<file path="src/rtl/bsa_pkg.sv">
// Shared definitions for the bit-serial adder sequencer: state type and encodings.
package bsa_pkg;

  typedef logic [1:0] state_t;

  localparam state_t ST_IDLE = 2'b00;
  localparam state_t ST_RUN  = 2'b01;
  localparam state_t ST_DONE = 2'b10;

endpackage

</file>
<file path="src/rtl/full_adder.sv">
// Single-bit full adder cell used as the bit-slice of serial arithmetic blocks.
module full_adder (
  input  logic a,
  input  logic b,
  input  logic cin,
  output logic s,
  output logic cout
);

  assign s    = a ^ b ^ cin;
  assign cout = (a & b) | (a & cin) | (b & cin);

endmodule

</file>
<file path="src/rtl/bit_serial_add_ctrl.sv">
// Bit-serial adder: one shared full_adder processes the operands LSB first,
// one bit per clock, behind a start/busy/done handshake.
module bit_serial_add_ctrl
  import bsa_pkg::*;
#(
  parameter int WIDTH = 8
) (
  input  logic             clk,
  input  logic             rst_n,
  input  logic             start,
  input  logic [WIDTH-1:0] a,
  input  logic [WIDTH-1:0] b,
  input  logic             cin,
  output logic             busy,
  output logic             done,
  output logic [WIDTH-1:0] sum,
  output logic             cout
);

  localparam int CNT_W = $clog2(WIDTH + 1);
  localparam logic [CNT_W-1:0] CNT_LAST = CNT_W'(WIDTH - 1);

  state_t           state_q;
  logic [WIDTH-1:0] a_sr;
  logic [WIDTH-1:0] b_sr;
  logic [WIDTH-1:0] res_sr;
  logic [WIDTH-1:0] res_nxt;
  logic [WIDTH-1:0] sum_q;
  logic             carry_q;
  logic             cout_q;
  logic [CNT_W-1:0] cnt_q;
  logic             fa_s;
  logic             fa_cout;
  logic             unused_res_lsb;

  full_adder u_fa (
    .a    (a_sr[0]),
    .b    (b_sr[0]),
    .cin  (carry_q),
    .s    (fa_s),
    .cout (fa_cout)
  );

  // The new sum bit enters at the MSB so that after WIDTH steps bit 0 is the first one computed.
  generate
    if (WIDTH == 1) begin : g_res_w1
      assign res_nxt = fa_s;
    end else begin : g_res_wn
      assign res_nxt = {fa_s, res_sr[WIDTH-1:1]};
    end
  endgenerate

  assign unused_res_lsb = res_sr[0];

  always_ff @(posedge clk or negedge rst_n) begin
    if (!rst_n) begin
      state_q <= ST_IDLE;
      a_sr    <= '0;
      b_sr    <= '0;
      res_sr  <= '0;
      sum_q   <= '0;
      carry_q <= 1'b0;
      cout_q  <= 1'b0;
      cnt_q   <= '0;
    end else begin
      case (state_q)
        ST_IDLE: begin
          if (start) begin
            a_sr    <= a;
            b_sr    <= b;
            carry_q <= cin;
            cnt_q   <= '0;
            state_q <= ST_RUN;
          end
        end
        ST_RUN: begin
          res_sr  <= res_nxt;
          a_sr    <= a_sr >> 1;
          b_sr    <= b_sr >> 1;
          carry_q <= fa_cout;
          cnt_q   <= cnt_q + 1'b1;
          if (cnt_q == CNT_LAST) begin
            sum_q   <= res_nxt;
            cout_q  <= fa_cout;
            state_q <= ST_DONE;
          end
        end
        ST_DONE: state_q <= ST_IDLE;
        default: state_q <= ST_IDLE;
      endcase
    end
  end

  assign busy = (state_q == ST_RUN) || (state_q == ST_DONE);
  assign done = (state_q == ST_DONE);
  assign sum  = sum_q;
  assign cout = cout_q;

endmodule

</file>
<file path="config.mk">
export PLATFORM = sky130hd
export DESIGN_NAME = bit_serial_add_ctrl
export DESIGN_NICKNAME = d
export VERILOG_FILES = /design/src/rtl/bsa_pkg.sv /design/src/rtl/full_adder.sv /design/src/rtl/bit_serial_add_ctrl.sv
export SDC_FILE = /design/constraint.sdc
export NUM_CORES = 1
export LEC_CHECK = 0
export ABC_CLOCK_PERIOD_IN_PS = 1950
export CAP_MARGIN = 20
export CORE_MARGIN = 3
export CORE_UTILIZATION = 50
export CTS_CLUSTER_SIZE = 10
export DETAILED_ROUTE_END_ITERATION = 8
export GPL_ROUTABILITY_DRIVEN = 0
export PLACE_DENSITY_LB_ADDON = 0.15
export SYNTH_ARGS = -nofsm -noshare
export SYNTH_HDL_FRONTEND = slang
export SYNTH_HIERARCHICAL = 1
export SYNTH_SLANG_ARGS = --single-unit
</file>
<file path="constraint.sdc">
create_clock -name clk -period 1.95 [get_ports clk]
set_input_delay 0.195 -clock clk [delete_from_list [all_inputs] [get_ports clk]]
set_output_delay 0.195 -clock clk [all_outputs]
set_load 0.05 [all_outputs]
</file>
==> flow_metrics.py, run 1 <==
metrics = {
    "critical_path": {
        "worstPathMaxFanout": 9,
        "critPathArrivalTime_ns": 1.95,
        "setup.worst_path.start_class": "flop",
        "r2r_start": "cnt_q[0]$_DFFE_PN0P_",
        "end_kind": "flop",
        "rrSetupSlack_ns": 0.21,
        "cp-startpoint": "cnt_q[0]$_DFFE_PN0P_",
        "crit_required_ns": 2.16,
        "path_class": "flop to flop",
    },
    "timing": {
        "fin_setup_tns_ns": 0,
        "min_period_ns": 1.74,
        "clock_skew_ns": 0.00432,
        "worstMarginPinSlew_ns": 0.831,
        "setup_viol": 0,
        "hold_slack_ns": 0.416,
        "timing.slew.headroom": 0.446,
        "hold_viol_final": 0,
        "finalMaxSlewViolations": 0,
        "rsz0062_at_grt": "false",
        "finalCritPeriodShare": 0.891,
        "fmax_mhz": 576,
    },
    "placement": {
        "dp.cells": 213,
        "place_area_mm2": 0.00211,
        "place_hpwl_um": 2220,
        "numPortBuffers": 30,
    },
    "routing": {
        "ant_nets": 0,
        "routedWlPerCell_um": 13.2,
        "vias": 1142,
        "drt-total-wl_um": 2890,
        "drc_errors": 0,
        "viasPerCell": 5.19,
        "drtIter0Drc": 34,
        "dr.pass1.iters": 4,
    },
    "yosys": {
        "synth_cells": 144,
        "syn_area_per_cell_um2": 12.3,
        "yosys_warnings": 6,
        "netlist_area_mm2": 0.00177,
        "yosysSeqAreaShare": 0.552,
        "ys_seq_elements": 39,
        "synth.distinct_cells": 25,
        "synth_nets": 169,
    },
    "layout": {
        "final_cell_count_no_fill": 220,
        "insertedDiodeCount": 0,
        "synthToLayoutAreaGrowth_pct": 22.0,
        "final_common_cell": "dfrtp_1",
        "fin_area_mm2": 0.00216,
        "drive_gt1_frac": 0.136,
        "layout_common_cells": "dfrtp_1, clkdlybuf4s50_1, nand2_1",
        "n_fill_cell": 270,
        "num-nets-final": 202,
    },
    "clocking": {
        "numCtsBuffers": 5,
        "htreeDepth": 2,
        "cts_resized": 0,
        "cts_setup_buffers": 0,
        "clkLatencyLatePin_ns": 0.32,
        "cts_sinks": 39,
        "clk_pin_slew_ns": 0.10,
        "clockRootBuffer": "clkbuf_4",
        "cts.path.max_buffers": 2,
        "cts_tree": "yes",
    },
    "power": {
        "sw_frac_of_total": 0.395,
        "powerDensity_mw_per_mm2": 1530,
        "comb_power_share": 0.474,
        "internal_power_mw": 2.00,
        "peakVddDrop_mv": 0.638,
        "p_sw_mw": 1.30,
        "pwr-share-seq": 0.419,
        "finalPower_mw": 3.30,
        "pwr-share-clk": 0.107,
        "power.leakage_nw": 0.998,
    },
    "grt": {
        "grt_pass1_vias": 1242,
        "busiest_layer": "met2",
        "grt_max_degree": 40,
        "grt_overflow": 0,
        "grtUsageMet3": 0.0701,
        "grt_usage": 0.159,
        "grt_pass1_wl_um": 5130,
        "grt_util_met1": 0.171,
        "grtUsageMet2": 0.278,
        "antenna_found_initial": 0,
    },
    "floorplanning": {
        "ios": 31,
        "die_h_um": 65.5,
        "die_area_mm2": 0.00429,
        "fp-row-count": 20,
        "start_util": 0.552,
        "core_mm2": 0.00320,
        "die-width_um": 65.5,
    },
    "worst_hold_path": {
        "worstHoldStart": "b[7]",
        "holdCritPathClass": "primary input to flop",
    },
    "run_status": {
        "status": "completed",
    },
    "flow_run": {
        "drv_cap": 0,
    },
}
-- synth_stat cells --
cell / number / area [um2]
inv_1: 2 / 7.51
ha_1: 4 / 50.1
or2_1: 1 / 6.26
a311oi_1: 1 / 8.76
clkbuf_1: 1 / 3.75
buf_6: 1 / 11.3
o21ai_1: 18 / 90.1
inv_4: 1 / 6.26
a22oi_1: 2 / 15.0
nor2_1: 1 / 3.75
mux2i_1: 16 / 160
dfrtp_1: 39 / 976
buf_2: 7 / 35.0
o41ai_1: 1 / 8.76
fa_1: 1 / 20.0
nand3b_1: 2 / 15.0
nand3_1: 1 / 5.00
and2_2: 1 / 7.51
mux2_1: 7 / 78.8
o221ai_1: 1 / 8.76
mux2_4: 9 / 135
a21oi_1: 1 / 5.00
nand2_1: 22 / 82.6
nand2b_1: 3 / 18.8
a32o_1: 1 / 10.0
-- area by class of cell --
| class | instances | area [um2] | area share |
|---|---|---|---|
| clock buffers | 6 | 41.3 | 0.0191 |
| inverters | 3 | 13.8 | 0.00638 |
| multi-input cells | 93 | 742 | 0.344 |
| flip-flops and latches | 39 | 976 | 0.452 |
| well taps | 44 | 55.1 | 0.0255 |
| repair buffers | 35 | 330 | 0.153 |
-- per-layer routing --
metal,part of all wire,up-vias
li1,-,563
met1,0.44,552
met2,0.50,23
met3,0.042,4
met4,0.013,0
met5,0,-
-- power groups by stage --
stage	registers [mW]	clock network [mW]	logic [mW]
after floorplan	1.57	0	0.973
after global placement	1.38	0	1.54
after detailed placement	1.41	0	1.59
after CTS	1.39	0.372	1.59
after global routing	1.44	0.412	1.72
final	1.38	0.353	1.56
-- sequential cells by signal (all words and copies together) (netlist names) --
signal and flops:
carry_q 1, cout 1, b_sr 8, res_sr 7, sum 8, state_q 2
cnt_q 4, a_sr 8
-- stage by stage --
step / utilization / setup slack, ns
final: 0.674 / 0.213
after floorplan: - / 0.423
after global routing: 0.674 / 0.142
after detailed placement: 0.658 / 0.218
after global placement: 0.658 / 0.287
after CTS: 0.674 / 0.199
-- kinds of logic after synthesis --
family	Yosys count	synth area share
AO/OA/AOI/OAI	25	0.0827
AND/OR/NAND/NOR	31	0.0785
multiplexers	32	0.211
flip-flops	39	0.552
buffers and inverters	12	0.0361
adder cells (fa/ha/maj)	5	0.0396
-- what timing repair did --
item                                    CTS  global route
endpoints found under the setup margin    0             0
hold buffers                              1             0
endpoints found under the hold margin    39             0
-- worst paths after layout --
kind | endpoint | cells after the start
min in group asynchronous | sum[7]$_DFFE_PN0P_ | 2
hold reg to reg | b_sr[1]$_DFFE_PN0P_ | 2
setup / recovery | sum[3]$_DFFE_PN0P_ | 4
max in group asynchronous | sum[6]$_DFFE_PN0P_ | 2
hold / removal | b_sr[7]$_DFFE_PN0P_ | 3
setup reg to reg | sum[3]$_DFFE_PN0P_ | 4
-- critical path, stage by stage (launching register included) --
cell      delay (ns)
dfrtp_1         0.42
ha_1            0.24
nand3b_1        0.14
or2_1           0.48
mux2_4          0.35
(Power assumes the default switching activity.)
==> run 2: changes to the inputs <==
CORE_MARGIN = 2   (was 3)
MAX_ROUTING_LAYER = met4   (was default)
RECOVER_POWER = 25   (was default)
==> flow_metrics.py, run 2 (synthesis gave the netlist of run 1 again) <==
metrics = {
    "routing": {
        "drtIter0Drc": 65,
        "drt-total-wl_um": 2790,
        "vias": 1126,
        "viasPerCell": 5.03,
        "dr.pass1.iters": 4,
        "drc_errors": 0,
        "routedWlPerCell_um": 12.5,
        "ant_nets": 0,
    },
    "grt": {
        "antenna_found_initial": 0,
        "grt_pass1_wl_um": 4900,
        "grtUsageMet3": 0.0429,
        "grt_overflow": 0,
        "grtUsageMet2": 0.253,
        "grt_max_degree": 40,
        "grt_util_met1": 0.196,
        "grt_pass1_vias": 1108,
        "busiest_layer": "met2",
        "grt_usage": 0.166,
    },
    "clocking": {
        "clockRootBuffer": "clkbuf_4",
        "clk_pin_slew_ns": 0.12,
        "htreeDepth": 2,
        "cts_hold_buffers": 1,
        "cts.path.max_buffers": 2,
        "cts_setup_buffers": 0,
        "cts_tree": "yes",
        "numCtsBuffers": 5,
        "cts_resized": 0,
        "clkLatencyLatePin_ns": 0.36,
        "cts_sinks": 39,
    },
    "critical_path": {
        "critPathArrivalTime_ns": 2.04,
        "path_class": "flop to flop",
        "path_cells": "inv_1 > ha_1 > inv_4 > or2_1 > mux2_4",
        "worstPathMaxFanout": 9,
        "end_kind": "flop",
        "cp_num_buf_inv": 2,
        "crit_family": "simple AND/OR/NAND/NOR gates",
        "setup.worst_path.start_class": "flop",
        "slowest_stage": "or2_1",
        "slowest_delay_ns": 0.44,
        "crit_required_ns": 2.21,
    },
    "layout": {
        "num-nets-final": 202,
        "synthToLayoutAreaGrowth_pct": 25.2,
        "n_fill_cell": 278,
        "insertedDiodeCount": 0,
        "final_cell_count_no_fill": 224,
        "drive_gt1_frac": 0.152,
        "final_common_cell": "dfrtp_1",
        "layout_common_cells": "dfrtp_1, clkdlybuf4s50_1, nand2_1",
    },
    "floorplanning": {
        "fp-row-count": 21,
        "start_util": 0.526,
        "die-width_um": 63.5,
        "ios": 31,
        "die_area_mm2": 0.00403,
        "core_mm2": 0.00336,
        "die_h_um": 63.5,
    },
    "timing": {
        "finalMaxSlewViolations": 0,
        "setup_viol": 0,
        "timing.slew.headroom": 0.376,
        "fmax_mhz": 563,
        "hold_slack_ns": 0.363,
        "clock_skew_ns": 0.00936,
        "rsz0062_at_grt": "false",
        "hold_viol_final": 0,
        "fin_setup_tns_ns": 0,
        "min_period_ns": 1.78,
        "finalCritPeriodShare": 0.912,
        "worstMarginPinSlew_ns": 0.936,
    },
    "run_status": {
        "status": "completed",
    },
    "power": {
        "powerDensity_mw_per_mm2": 1590,
        "finalPower_mw": 3.53,
        "peakVddDrop_mv": 0.904,
        "power.leakage_nw": 1.03,
    },
    "placement": {
        "dp.cells": 215,
        "place_hpwl_um": 2020,
        "numPortBuffers": 30,
    },
    "worst_hold_path": {
        "holdCritPathClass": "primary input to flop",
    },
    "flow_run": {
        "drv_cap": 0,
    },
}
-- run 2: cell count changes in the layout (fill, tap and decap cells not counted), sizes merged --
cell,change
buf,-1
bufinv,+1
clkbuf,+1
clkinv,+1
-- run 2: power by group --
part | switching, mW | internal (mW)
Sequential | 0.219 | 1.16
Combinational | 0.847 | 0.718
Clock | 0.278 | 0.303
-- run 2: per-stage QoR --
step                      setup WS, ns  cell area, um2   util
after global placement           0.236            2120  0.631
after global routing            0.0539            2220  0.659
final                            0.172            2220  0.659
after floorplan                  0.423            1770      -
after detailed placement         0.178            2120  0.631
after CTS                        0.165            2220  0.660
-- run 2: layout make-up --
cell class / count / area (um2) / area share
Tap cell: 46 / 57.6 / 0.0260
Sequential cell: 39 / 976 / 0.440
Clock inverter: 2 / 35.0 / 0.0158
Multi-Input combinational cell: 93 / 742 / 0.335
Inverter: 3 / 13.8 / 0.00621
Clock buffer: 6 / 51.3 / 0.0232
Timing Repair Buffer: 35 / 340 / 0.154
-- run 2: path summary, 6_finish.rpt --
| kind | start | end | slack [ns] | cells past startpoint |
|---|---|---|---|---|
| min in group asynchronous | rst_n | sum[7]$_DFFE_PN0P_ | 0.57 | 3 |
| worst min-delay path | b[7] | b_sr[7]$_DFFE_PN0P_ | 0.36 | 3 |
| worst max-delay path | state_q[1]$_DFFE_PN0P_ | sum[1]$_DFFE_PN0P_ | 0.17 | 5 |
| worst min register to register | b_sr[2]$_DFFE_PN0P_ | b_sr[2]$_DFFE_PN0P_ | 0.50 | 2 |
| worst max register to register | state_q[1]$_DFFE_PN0P_ | sum[1]$_DFFE_PN0P_ | 0.17 | 5 |
| max in group asynchronous | rst_n | a_sr[1]$_DFFE_PN0P_ | 0.79 | 3 |
-- run 2: layer usage --
layer  wire [um]  part of all wire  vias to the layer above
li1            -                 -                      564
met1        1290              0.46                      529
met2        1280              0.46                       25
met3         128             0.046                        8
met4          83             0.030                        0
met5           0                 0                        -
-- run 2: worst register-to-register path, stage by stage, from the launching register on --
cell and delay (ns):
dfrtp_1 0.40, inv_1 0.10, ha_1 0.31, inv_4 0.06, or2_1 0.44, mux2_4 0.38
==> run 3: changes to the inputs <==
CAP_MARGIN = 0   (was 20)
PLACE_DENSITY = 0.84   (was default)
PLACE_DENSITY_LB_ADDON = default   (was 0.15)
==> flow_metrics.py, run 3 (synthesis gave the netlist of run 1 again) <==
metrics = {
    "run_status": {
        "status": "completed",
    },
    "timing": {
        "min_period_ns": 1.76,
        "hold_viol_final": 0,
        "clock_skew_ns": 0.00563,
        "worstMarginPinSlew_ns": 0.926,
        "setup_viol": 0,
        "timing.slew.headroom": 0.383,
        "fin_setup_tns_ns": 0,
        "finalMaxSlewViolations": 0,
        "fmax_mhz": 567,
        "finalCritPeriodShare": 0.904,
        "setup_slack_ns": 0.188,
        "rsz0062_at_grt": "false",
    },
    "worst_hold_path": {
        "holdCritPathClass": "primary input to flop",
    },
    "clocking": {
        "cts_sinks": 39,
        "clkLatencyLatePin_ns": 0.34,
        "clk_pin_slew_ns": 0.11,
        "clockRootBuffer": "clkbuf_4",
        "htreeDepth": 2,
        "numCtsBuffers": 5,
        "cts_tree": "yes",
        "cts.path.max_buffers": 2,
    },
    "power": {
        "finalPower_mw": 3.55,
        "comb_power_share": 0.478,
        "pwr-share-clk": 0.130,
        "sw_frac_of_total": 0.389,
        "powerDensity_mw_per_mm2": 1590,
        "p_sw_mw": 1.38,
        "power.leakage_nw": 1.04,
        "internal_power_mw": 2.17,
        "peakVddDrop_mv": 0.674,
        "pwr-share-seq": 0.392,
    },
    "grt": {
        "grt_usage": 0.177,
        "grt_pass1_wl_um": 5270,
        "grt_pass1_vias": 1189,
        "grt_overflow": 0,
        "grt_max_degree": 40,
        "antenna_found_initial": 0,
    },
    "layout": {
        "final_common_cell": "dfrtp_1",
        "final_cell_count_no_fill": 229,
        "num-nets-final": 207,
        "layout_common_cells": "dfrtp_1, clkdlybuf4s50_1, nand2_1",
        "drive_gt1_frac": 0.169,
        "synthToLayoutAreaGrowth_pct": 26.5,
        "insertedDiodeCount": 0,
        "n_fill_cell": 275,
    },
    "floorplanning": {
        "die-width_um": 63.5,
        "die_h_um": 63.5,
        "core_mm2": 0.00336,
        "start_util": 0.526,
        "ios": 31,
        "die_area_mm2": 0.00403,
        "fp-row-count": 21,
    },
    "flow_run": {
        "drv_cap": 0,
    },
    "critical_path": {
        "critPathArrivalTime_ns": 2.00,
        "crit_required_ns": 2.19,
        "end_kind": "flop",
        "slowest_stage": "or2_1",
        "worstPathMaxFanout": 9,
        "slowest_delay_ns": 0.43,
        "path_class": "flop to flop",
        "setup.worst_path.start_class": "flop",
        "path_cells": "inv_1 > ha_1 > inv_4 > or2_1 > mux2_4",
    },
    "routing": {
        "routedWlPerCell_um": 13.9,
        "ant_nets": 0,
        "vias": 1204,
        "dr.pass1.iters": 4,
        "drt-total-wl_um": 3190,
        "drtIter0Drc": 49,
        "viasPerCell": 5.26,
        "drc_errors": 0,
    },
    "placement": {
        "place_hpwl_um": 2270,
        "numPortBuffers": 30,
        "place_ws_ns": 0.177,
        "dp.cells": 215,
    },
}
## run 3: cell count changes in the layout (fill, tap and decap cells not counted), sizes merged
cell    delta
clkbuf     +2
buf        +5
clkinv     -1
bufinv     -1
## run 3: routing by layer
metal	global-route usage	share of wire	vias to the layer above
met2	0.287	0.52	30
met3	0.0554	0.043	4
met4	0.0761	0.012	0
li1	-	-	575
met5	-	0	-
met1	0.204	0.43	595
## run 3: power groups by stage
stage | clock network (mW) | registers, mW | logic, mW
floorplan | 0 | 1.57 | 0.973
global placement | 0 | 1.38 | 1.52
detailed placement | 0 | 1.41 | 1.60
CTS | 0.475 | 1.39 | 1.60
global route | 0.528 | 1.44 | 1.84
finish | 0.460 | 1.39 | 1.70
## run 3: stage by stage
| stage | cell area [um2] | hold WS, ns | utilization |
|---|---|---|---|
| floorplan | 1770 | -0.101 | - |
| global placement | 2110 | 0.330 | 0.627 |
| detailed placement | 2110 | 0.350 | 0.627 |
| CTS | 2190 | 0.400 | 0.651 |
| global route | 2240 | 0.385 | 0.666 |
| finish | 2240 | 0.413 | 0.666 |
## run 3: final timing paths
path	startpoint	endpoint	slack, ns	cells past startpoint
min in group asynchronous	rst_n	sum[7]$_DFFE_PN0P_	0.51	2
max in group asynchronous	rst_n	a_sr[3]$_DFFE_PN0P_	0.87	2
max reg2reg	state_q[1]$_DFFE_PN0P_	sum[5]$_DFFE_PN0P_	0.19	5
min	a[7]	a_sr[7]$_DFFE_PN0P_	0.41	3
min reg2reg	res_sr[1]$_DFFE_PN0P_	res_sr[1]$_DFFE_PN0P_	0.50	1
max	state_q[1]$_DFFE_PN0P_	sum[5]$_DFFE_PN0P_	0.19	5
## run 3: cell type report
class / instances / area (um2) / area share
multi-input cells: 93 / 742 / 0.331
inverters: 3 / 13.8 / 0.00615
repair buffers: 40 / 380 / 0.170
clock buffers: 8 / 68.8 / 0.0307
flip-flops and latches: 39 / 976 / 0.436
well taps: 46 / 57.6 / 0.0257
## run 3: worst max-delay path, delay by kind of cell, from the launching register on
family | cells | cell delay, ns
mux | 1 | 0.37
flops | 1 | 0.40
simple gates | 1 | 0.43
buf+inv | 2 | 0.17
fa+ha+maj | 1 | 0.30
## run 3: repair_timing
action / 4_1_cts / 5_1_grt
hold buffers: 1 / 0
buffers inserted: 0 / 5
endpoints found under the hold margin: 39 / 0
resized for setup: 0 / 0
setup endpoints to repair: 0 / 3
